[config.mk]
export PLATFORM = sky130hd
export DESIGN_NAME = servio_ram_arb_flat
export DESIGN_NICKNAME = d
export VERILOG_FILES = /design/src/rtl/servio_ram_arb_if.sv /design/src/rtl/servio_ram_arb.sv /design/src/flat_wrapper.sv
export SDC_FILE = /design/constraint.sdc
export NUM_CORES = 1
export LEC_CHECK = 0
export ABC_CLOCK_PERIOD_IN_PS = 3900
export BUFFER_PORTS_ARGS = -buffer_cell sky130_fd_sc_hd__buf_2
export CAP_MARGIN = 0
export CORE_MARGIN = 1.5
export CORE_UTILIZATION = 35
export DETAILED_ROUTE_END_ITERATION = 8
export PLACE_DENSITY = 0.63
export SLEW_MARGIN = 30
export SYNTH_ARGS = -nofsm -noshare
export SYNTH_HDL_FRONTEND = slang
export SYNTH_SLANG_ARGS = --single-unit
[constraint.sdc]
create_clock -name clk -period 3.9 [get_ports clk]
set_input_delay 0.39 -clock clk [delete_from_list [all_inputs] [get_ports clk]]
set_output_delay 0.39 -clock clk [all_outputs]
set_load 0.01 [all_outputs]
[src/rtl/servio_ram_arb_if.sv]
`default_nettype none
// ============================================================================
// Module      : servio_ram_arb_if
// Description : Bundle of the two requester buses and the servio dual-port
//               RAM ports seen by servio_ram_arb.
// Revision    : 1.0 - initial release
// ============================================================================
interface servio_ram_arb_if #(
    parameter int DATA_DEPTH = 1024,
    parameter int DATA_WIDTH = 8
);
    localparam int AW = $clog2(DATA_DEPTH);

    logic [AW-1:0]         m0_adr;
    logic                  m0_cyc;
    logic                  m0_we;
    logic [DATA_WIDTH-1:0] m0_dat;
    logic [DATA_WIDTH-1:0] m0_rdt;
    logic                  m0_ack;

    logic [AW-1:0]         m1_adr;
    logic                  m1_cyc;
    logic                  m1_we;
    logic [DATA_WIDTH-1:0] m1_dat;
    logic [DATA_WIDTH-1:0] m1_rdt;
    logic                  m1_ack;

    logic [AW-1:0]         ram_s0_adr;
    logic                  ram_s0_cyc;
    logic [DATA_WIDTH-1:0] ram_s0_rdt;
    logic                  ram_s0_ack;

    logic [AW-1:0]         ram_s1_adr;
    logic                  ram_s1_cyc;
    logic                  ram_s1_we;
    logic [DATA_WIDTH-1:0] ram_s1_dat;

    logic                  busy;

    // Arbiter side
    modport slave (
        input  m0_adr, m0_cyc, m0_we, m0_dat,
        output m0_rdt, m0_ack,
        input  m1_adr, m1_cyc, m1_we, m1_dat,
        output m1_rdt, m1_ack,
        output ram_s0_adr, ram_s0_cyc,
        input  ram_s0_rdt, ram_s0_ack,
        output ram_s1_adr, ram_s1_cyc, ram_s1_we, ram_s1_dat,
        output busy
    );

    // Environment side: requesters plus the RAM instance
    modport master (
        output m0_adr, m0_cyc, m0_we, m0_dat,
        input  m0_rdt, m0_ack,
        output m1_adr, m1_cyc, m1_we, m1_dat,
        input  m1_rdt, m1_ack,
        input  ram_s0_adr, ram_s0_cyc,
        output ram_s0_rdt, ram_s0_ack,
        input  ram_s1_adr, ram_s1_cyc, ram_s1_we, ram_s1_dat,
        input  busy
    );
endinterface
`default_nettype wire

[src/rtl/servio_ram_arb.sv]
`default_nettype none
// ============================================================================
// Module      : servio_ram_arb
// Description : Two-master arbiter/sequencer for the servio dual-port byte RAM.
//               Define SERVIO_RAM_ARB_RR_EN for round-robin arbitration;
//               otherwise m0 has fixed priority.
// Revision    : 1.0 - initial release
// ============================================================================
module servio_ram_arb #(
    parameter int DATA_DEPTH = 1024,
    parameter int DATA_WIDTH = 8
) (
    input  logic            clk,
    input  logic            reset,
    servio_ram_arb_if.slave bus
);
    localparam int AW = $clog2(DATA_DEPTH);

    typedef enum logic [1:0] {
        IDLE     = 2'd0,
        RD_ISSUE = 2'd1,
        RD_WAIT  = 2'd2,
        WR       = 2'd3
    } state_t;

    state_t                state_q;
    logic                  owner_q;
    logic                  busy_q;
    logic                  s0_cyc_q;
    logic [AW-1:0]         s0_adr_q;
    logic                  s1_cyc_q;
    logic                  s1_we_q;
    logic [AW-1:0]         s1_adr_q;
    logic [DATA_WIDTH-1:0] s1_dat_q;

    logic                  grant_m1;
    logic                  any_req;
    logic [AW-1:0]         sel_adr;
    logic                  sel_we;
    logic [DATA_WIDTH-1:0] sel_dat;
    logic                  owner_cyc;
    logic                  done;
    logic                  ack_any;

`ifdef SERVIO_RAM_ARB_RR_EN
    // Set when the most recent grant went to m1; resets to 1 so m0 wins first.
    logic last_m1_q;
    assign grant_m1 = bus.m1_cyc & (~bus.m0_cyc | ~last_m1_q);
`else
    assign grant_m1 = bus.m1_cyc & ~bus.m0_cyc;
`endif

    assign any_req = bus.m0_cyc | bus.m1_cyc;
    assign sel_adr = grant_m1 ? bus.m1_adr : bus.m0_adr;
    assign sel_we  = grant_m1 ? bus.m1_we  : bus.m0_we;
    assign sel_dat = grant_m1 ? bus.m1_dat : bus.m0_dat;

    // An owner that has withdrawn its request is never acknowledged.
    assign owner_cyc = owner_q ? bus.m1_cyc : bus.m0_cyc;
    assign done      = (state_q == WR) || ((state_q == RD_WAIT) && bus.ram_s0_ack);
    assign ack_any   = done && owner_cyc;

    assign bus.m0_ack = ack_any & ~owner_q;
    assign bus.m1_ack = ack_any &  owner_q;
    assign bus.m0_rdt = bus.m0_ack ? bus.ram_s0_rdt : '0;
    assign bus.m1_rdt = bus.m1_ack ? bus.ram_s0_rdt : '0;

    assign bus.ram_s0_cyc = s0_cyc_q;
    assign bus.ram_s0_adr = s0_adr_q;
    assign bus.ram_s1_cyc = s1_cyc_q;
    assign bus.ram_s1_we  = s1_we_q;
    assign bus.ram_s1_adr = s1_adr_q;
    assign bus.ram_s1_dat = s1_dat_q;
    assign bus.busy       = busy_q;

    always_ff @(posedge clk or posedge reset) begin
        if (reset) begin
            state_q   <= IDLE;
            owner_q   <= 1'b0;
            busy_q    <= 1'b0;
            s0_cyc_q  <= 1'b0;
            s0_adr_q  <= '0;
            s1_cyc_q  <= 1'b0;
            s1_we_q   <= 1'b0;
            s1_adr_q  <= '0;
            s1_dat_q  <= '0;
`ifdef SERVIO_RAM_ARB_RR_EN
            last_m1_q <= 1'b1;
`endif
        end else begin
            case (state_q)
                IDLE: begin
                    if (any_req) begin
                        owner_q <= grant_m1;
                        busy_q  <= 1'b1;
`ifdef SERVIO_RAM_ARB_RR_EN
                        last_m1_q <= grant_m1;
`endif
                        if (sel_we) begin
                            s1_cyc_q <= 1'b1;
                            s1_we_q  <= 1'b1;
                            s1_adr_q <= sel_adr;
                            s1_dat_q <= sel_dat;
                            state_q  <= WR;
                        end else begin
                            s0_cyc_q <= 1'b1;
                            s0_adr_q <= sel_adr;
                            state_q  <= RD_ISSUE;
                        end
                    end
                end
                RD_ISSUE: begin
                    s0_cyc_q <= 1'b0;
                    state_q  <= RD_WAIT;
                end
                RD_WAIT: begin
                    if (bus.ram_s0_ack) begin
                        busy_q  <= 1'b0;
                        state_q <= IDLE;
                    end
                end
                WR: begin
                    s1_cyc_q <= 1'b0;
                    s1_we_q  <= 1'b0;
                    busy_q   <= 1'b0;
                    state_q  <= IDLE;
                end
                default: begin
                    state_q <= IDLE;
                end
            endcase
        end
    end
endmodule
`default_nettype wire
[src/flat_wrapper.sv]
// flat-port wrapper written by rule: the top's interface ports become plain ports
module servio_ram_arb_flat 
#(
    parameter int DATA_DEPTH = 1024,
    parameter int DATA_WIDTH = 8
)
  (clk, reset, bus_m0_adr, bus_m0_cyc, bus_m0_we, bus_m0_dat, bus_m0_rdt, bus_m0_ack, bus_m1_adr, bus_m1_cyc, bus_m1_we, bus_m1_dat, bus_m1_rdt, bus_m1_ack, bus_ram_s0_adr, bus_ram_s0_cyc, bus_ram_s0_rdt, bus_ram_s0_ack, bus_ram_s1_adr, bus_ram_s1_cyc, bus_ram_s1_we, bus_ram_s1_dat, bus_busy);
  servio_ram_arb_if #(.DATA_DEPTH(DATA_DEPTH), .DATA_WIDTH(DATA_WIDTH)) bus_i ();
  input  logic clk;
  input  logic reset;
  input wire logic [$bits(bus_i.m0_adr)-1:0] bus_m0_adr;
  input wire logic [$bits(bus_i.m0_cyc)-1:0] bus_m0_cyc;
  input wire logic [$bits(bus_i.m0_we)-1:0] bus_m0_we;
  input wire logic [$bits(bus_i.m0_dat)-1:0] bus_m0_dat;
  output wire logic [$bits(bus_i.m0_rdt)-1:0] bus_m0_rdt;
  output wire logic [$bits(bus_i.m0_ack)-1:0] bus_m0_ack;
  input wire logic [$bits(bus_i.m1_adr)-1:0] bus_m1_adr;
  input wire logic [$bits(bus_i.m1_cyc)-1:0] bus_m1_cyc;
  input wire logic [$bits(bus_i.m1_we)-1:0] bus_m1_we;
  input wire logic [$bits(bus_i.m1_dat)-1:0] bus_m1_dat;
  output wire logic [$bits(bus_i.m1_rdt)-1:0] bus_m1_rdt;
  output wire logic [$bits(bus_i.m1_ack)-1:0] bus_m1_ack;
  output wire logic [$bits(bus_i.ram_s0_adr)-1:0] bus_ram_s0_adr;
  output wire logic [$bits(bus_i.ram_s0_cyc)-1:0] bus_ram_s0_cyc;
  input wire logic [$bits(bus_i.ram_s0_rdt)-1:0] bus_ram_s0_rdt;
  input wire logic [$bits(bus_i.ram_s0_ack)-1:0] bus_ram_s0_ack;
  output wire logic [$bits(bus_i.ram_s1_adr)-1:0] bus_ram_s1_adr;
  output wire logic [$bits(bus_i.ram_s1_cyc)-1:0] bus_ram_s1_cyc;
  output wire logic [$bits(bus_i.ram_s1_we)-1:0] bus_ram_s1_we;
  output wire logic [$bits(bus_i.ram_s1_dat)-1:0] bus_ram_s1_dat;
  output wire logic [$bits(bus_i.busy)-1:0] bus_busy;
  assign bus_i.m0_adr = bus_m0_adr;
  assign bus_i.m0_cyc = bus_m0_cyc;
  assign bus_i.m0_we = bus_m0_we;
  assign bus_i.m0_dat = bus_m0_dat;
  assign bus_m0_rdt = bus_i.m0_rdt;
  assign bus_m0_ack = bus_i.m0_ack;
  assign bus_i.m1_adr = bus_m1_adr;
  assign bus_i.m1_cyc = bus_m1_cyc;
  assign bus_i.m1_we = bus_m1_we;
  assign bus_i.m1_dat = bus_m1_dat;
  assign bus_m1_rdt = bus_i.m1_rdt;
  assign bus_m1_ack = bus_i.m1_ack;
  assign bus_ram_s0_adr = bus_i.ram_s0_adr;
  assign bus_ram_s0_cyc = bus_i.ram_s0_cyc;
  assign bus_i.ram_s0_rdt = bus_ram_s0_rdt;
  assign bus_i.ram_s0_ack = bus_ram_s0_ack;
  assign bus_ram_s1_adr = bus_i.ram_s1_adr;
  assign bus_ram_s1_cyc = bus_i.ram_s1_cyc;
  assign bus_ram_s1_we = bus_i.ram_s1_we;
  assign bus_ram_s1_dat = bus_i.ram_s1_dat;
  assign bus_busy = bus_i.busy;
  servio_ram_arb #(.DATA_DEPTH(DATA_DEPTH), .DATA_WIDTH(DATA_WIDTH)) u_core (.clk(clk), .reset(reset), .bus(bus_i));
endmodule
### Word level (Yosys, flattened, before mapping)

Index checks and enable logic that the tools add are counted.

* output and inout bits: 50
* word-level logic and storage cells: 55
* register bits after elaboration: 34
* bits of input ports: 51

* equal/unequal tests: 7
* multiplexer cells: 19
* bitwise logic cells: 7
* reductions and logical operators: 14

Operators by type and width (count)
* $mux W8: 3
* $reduce_and A3 Y1: 5
* $mux W10: 1
* $mux W1: 8
* $pmux W2 S4: 1
* $mux W2: 3
* $eq A2 B2 Y1 const B: 2
* $ne A2 B1 Y1 const B: 2
* $ne A2 B2 Y1 const B: 2
* $pmux W1 S2: 2
* $reduce_and A2 Y1: 2
* $reduce_bool A2 Y1: 2
* $and A1 B1 Y1: 3
* $not A1 Y1: 3
* $pmux W1 S3: 1
* $reduce_bool A3 Y1: 1
* $eq A2 B1 Y1 const B: 1
* $logic_and A1 B1 Y1: 2
* $logic_not A2 Y1: 1
* $logic_or A1 B1 Y1: 1
* $or A1 B1 Y1: 1

### Depth between registers and ports, before layout

* depth after elaboration: 6
* depth in mapped cells: 6
* depth with buffers taken out: 5

### Worst setup path after synthesis

Ideal clock, no wire load.

* path type: register to output
* from: register u_core.state_q[0]
* to: output bus_m0_rdt[0]
* required time: 3.510 ns
* cell stages (with the launch flop): 6
* arrival: 1.581 ns
* path slack: 1.929 ns
* cells stage by stage: dfrtp_1 > inv_1 > ha_1 > a21oi_1 > nor3b_1 > and2_1

* word-level cells in the longest chain between the ends: 6

RTL lines
* start: declaration: RTL line servio_ram_arb.sv:26 `state_t state_q;`
* start signal: assignment: RTL line servio_ram_arb.sv:78 `state_q <= IDLE;`
* start signal: assignment: RTL line servio_ram_arb.sv:104 `state_q <= WR;`
* start signal: assignment: RTL line servio_ram_arb.sv:108 `state_q <= RD_ISSUE;`
* $eq A2 B2 Y1: RTL line servio_ram_arb.sv:60 `assign done = (state_q == WR) || ((state_q == RD_WAIT) && bus.ram_s0_ack);`
* $logic_and A1 B1 Y1: RTL line servio_ram_arb.sv:60
* $logic_or A1 B1 Y1 *: RTL line servio_ram_arb.sv:60
* $logic_and A1 B1 Y1 *: RTL line servio_ram_arb.sv:61 `assign ack_any = done && owner_cyc;`
* $and A1 B1 Y1 *: RTL line servio_ram_arb.sv:63 `assign bus.m0_ack = ack_any & ~owner_q;`
* named net bus_m0_ack: RTL line flat_wrapper.sv:16 `output wire logic [$bits(bus_i.m0_ack)-1:0] bus_m0_ack;`
* $mux W8 *: RTL line servio_ram_arb.sv:65 `assign bus.m0_rdt = bus.m0_ack ? bus.ram_s0_rdt : '0;`
* end: declaration: RTL line flat_wrapper.sv:15 `output wire logic [$bits(bus_i.m0_rdt)-1:0] bus_m0_rdt;`

Mark *: on every way through the listed nets, which the timed path passes. The rest lies on a longest branch.

### Worst setup path after layout

* from: register u_core.state_q[0]
* to: output bus_m0_rdt[4]

* word-level cells in the longest chain between the ends: 6

RTL lines (RTL line)
* $eq A2 B2 Y1: servio_ram_arb.sv:60
* $logic_and A1 B1 Y1: servio_ram_arb.sv:60
* $logic_or A1 B1 Y1 *: servio_ram_arb.sv:60
* $logic_and A1 B1 Y1 *: servio_ram_arb.sv:61
* $and A1 B1 Y1 *: servio_ram_arb.sv:63
* $mux W8 *: servio_ram_arb.sv:65

Every way passes the cells marked *; elsewhere a longest branch is shown, timed or not.

==> flow_metrics.py <==
metrics = {
    "status": {
        "status": "complete, no violations",
    },
    "worst_setup_path": {
        "critPathMaxFanout": 9,
        "ff2ff_path_depth": 4,
        "r2r-start": "u_core.state_q[1]",
        "worstPathRequired_ns": 3.51,
        "end_kind": "output port",
        "cp_data_arrival_time_ns": 2.05,
        "start_kind": "register",
        "rr_endpoint": "u_core.bus.ram_s1_adr[8]",
        "ff2ff_setup_slack_ns": 1.81,
        "crit_type": "register to output port",
    },
    "pwr": {
        "pwr-share-comb": 0.444,
        "clock_power_share": 0.217,
        "switching_share": 0.3248,
        "p_switching_w": 0.0006059,
        "power_frac_seq": 0.339,
        "total_power_w": 0.001866,
        "power.density_nw_per_um2": 711.4,
        "worst_ir_drop_vdd_mv": 0.2991,
        "p_int_w": 0.001260,
        "power.leakage_nw": 1.388,
    },
    "cells_and_area": {
        "drive_gt1_frac": 0.6463,
        "antennaDiodeCount": 0,
        "area_growth_pct": 34.10,
        "finalNetCount": 301,
        "fillers": 489,
        "instances_no_fill": 318,
        "fin_util": 0.4822,
    },
    "drt": {
        "wirelength_mm": 4.324,
        "routedWlPerCell_microns": 13.60,
        "drt_iter0_markers": 57,
        "vias": 1450,
        "dr.pass1.iters": 3,
        "via_per_inst": 4.560,
        "drc_errors": 0,
        "drtAntennaViolNets": 0,
    },
    "synth": {
        "ys_ff_latch": 34,
        "syn_area_per_cell_sq_um": 13.68,
        "synth_async_sr_flop_share": 1.000,
        "synth_top_cell_by_area": "dfrtp_1",
        "ys_warn_count": 0,
        "syn_nets": 199,
        "ys_top_cells_by_area": "dfrtp_1 (44%), mux2_4 (21%), mux2_2 (12%)",
        "synth_top_cell_area_share": 0.4351,
        "yosysUniqueCellTypes": 27,
        "synth_flop_cell": "dfrtp_1",
        "synth_edf_count": 0,
        "netlist_instances": 143,
        "synth-seq-area-share": 0.4351,
        "synth.cell_area_sq_um": 1956,
    },
    "global_route": {
        "grt_max_degree": 35,
        "grt_use_met3": 0.06118,
        "use_met1": 0.1849,
        "gr-total-overflow": 0,
        "met2_usage": 0.2470,
        "grt_pass1_wl_mm": 7.162,
        "antenna_found_initial": 0,
        "busiest_layer": "met2",
        "grt_usage": 0.1528,
        "grt_pass1_vias": 1474,
    },
    "cts": {
        "hold_buffers": 0,
        "clk_pin_slew_worst_paths_ns": 0.07,
        "cts_buffers": 5,
        "cts_sinks": 34,
        "post-cts-setup-buffers": 0,
        "htreeDepth": 2,
        "cts_resized": 0,
        "cts_tree": "built",
        "root_buffer": "clkbuf_8",
        "clkLatencyLatePin_ns": 0.29,
        "clockBufferDepth": 2,
    },
    "timing": {
        "fin_ws_ns": 1.461,
        "finalSetupViolCount": 0,
        "period_needed_ns": 2.439,
        "finalCritPeriodShare": 0.6253,
        "tightestPinTransition_ns": 0.8222,
        "slew_headroom": 0.4505,
        "finalHoldViolCount": 0,
        "slew_violations": 0,
        "fmax_mhz": 410.0,
        "rsz0062_at_grt": "false",
        "setup_tns_ns": 0,
        "finClkSkew_ns": 0.005293,
    },
    "placement": {
        "io_buffer_count": 100,
        "hpwl_mm": 3.299,
        "dp_slack_ns": 1.742,
        "dp_cells": 310,
        "place.gp.congestion": 0.7877,
    },
    "run": {
        "drv_cap": 0,
    },
    "floorplan": {
        "core_area_sq_um": 5439,
        "initial_core_util": 0.3596,
        "rows": 27,
        "die_w_microns": 77.75,
        "dieHeight_microns": 77.75,
        "die_area_sq_um": 6045,
        "io_pins": 101,
    },
    "worst_hold_path": {
        "hold_path_class": "input port to asynchronous set/reset pin",
    },
}
## cells in the final DEF (no fill, tap or decap)
cell,instances
a211o_1,1
a21boi_4,1
a21oi_1,3
a221oi_1,1
a31oi_1,1
a32o_1,1
and2_1,16
buf_2,100
buf_4,1
bufinv_16,2
clkbuf_8,6
dfrtp_1,34
ha_1,5
inv_1,7
mux2_2,20
mux2_4,27
mux2i_1,1
nand2_1,3
nand2b_4,1
nand3b_4,1
nor2_1,3
nor2b_1,4
nor3_1,1
nor3b_1,2
o211ai_1,1
o2bb2ai_1,1
o31ai_1,1
o41ai_1,1
## worst max-delay path by stage
stage	startpoint	endpoint	slack, ns	cells past startpoint
floorplan	u_core.state_q[0]	bus_m0_rdt[0]	1.93	5
global placement	u_core.state_q[0]	bus_m0_rdt[2]	1.80	6
detailed placement	u_core.state_q[0]	bus_m0_rdt[4]	1.74	6
CTS	u_core.state_q[0]	bus_m0_rdt[4]	1.41	6
global route	u_core.state_q[0]	bus_m0_rdt[1]	1.24	6
finish	u_core.state_q[0]	bus_m0_rdt[4]	1.46	6
## power groups by stage
| stage | clock (W) | sequential, W | combinational [W] |
|---|---|---|---|
| after floorplan | 0 | 0.000708 | 0.000479 |
| after global placement | 0 | 0.000640 | 0.000818 |
| after detailed placement | 0 | 0.000632 | 0.000838 |
| after CTS | 0.000412 | 0.000633 | 0.000838 |
| after global routing | 0.000428 | 0.000660 | 0.000909 |
| final | 0.000405 | 0.000633 | 0.000828 |
## layout make-up
cell class,instances,area (sq um),area share
Multi-Input combinational cell,96,1005,0.3831
Sequential cell,34,850.8,0.3244
Timing Repair Buffer,101,508.0,0.1937
Tap cell,72,90.09,0.03435
Clock buffer,6,82.58,0.03149
Clock inverter,2,60.06,0.02290
Inverter,7,26.28,0.01002
## flip-flops by register name, indices dropped and copies added (netlist names)
signal / cells
u_core.bus.ram_s0_adr: 10
u_core.bus.ram_s0_cyc: 1
u_core.bus.ram_s1_adr: 10
u_core.bus.ram_s1_cyc: 1
u_core.state_q: 2
u_core.owner_q: 1
u_core.bus.busy: 1
u_core.bus.ram_s1_dat: 8
## through the flow
step	hold WS, ns	area (sq um)
floorplan	0.5131	1956
global placement	0.4853	2480
detailed placement	0.4900	2480
CTS	0.1952	2623
global route	0.2230	2623
finish	0.1739	2623
## cell usage after synthesis, types with 2 or more instances
master / instances
and2_1: 16
buf_12: 2
mux2_2: 20
ha_1: 5
nor2b_1: 4
inv_1: 7
a21oi_1: 3
buf_4: 3
nor3b_1: 2
mux2_4: 27
nand2_1: 3
nor2_1: 3
dfrtp_1: 34
## critical path, stage by stage (launching register included)
cell     delay [ns]
dfrtp_1        0.41
inv_1          0.12
ha_1           0.20
a21oi_1        0.10
nor3b_1        0.59
and2_1         0.22
buf_2          0.13
## metal layers
| layer | part of all wire | vias up |
|---|---|---|
| met5 | 0 | - |
| met4 | 0.014 | 0 |
| met3 | 0.10 | 6 |
| met2 | 0.45 | 72 |
| met1 | 0.43 | 672 |
| li1 | - | 700 |
## cell families (layout without fill, tap and decap cells)
| kind of cell | after synthesis | in the layout | share of synthesized area |
|---|---|---|---|
| buf+inv | 13 | 116 | 0.05119 |
| flops | 34 | 34 | 0.4351 |
| simple gates | 31 | 31 | 0.1030 |
| mux | 48 | 48 | 0.3276 |
| compound gates | 12 | 12 | 0.05119 |
| fa+ha+maj | 5 | 5 | 0.03199 |
(Power assumes the default switching activity.)
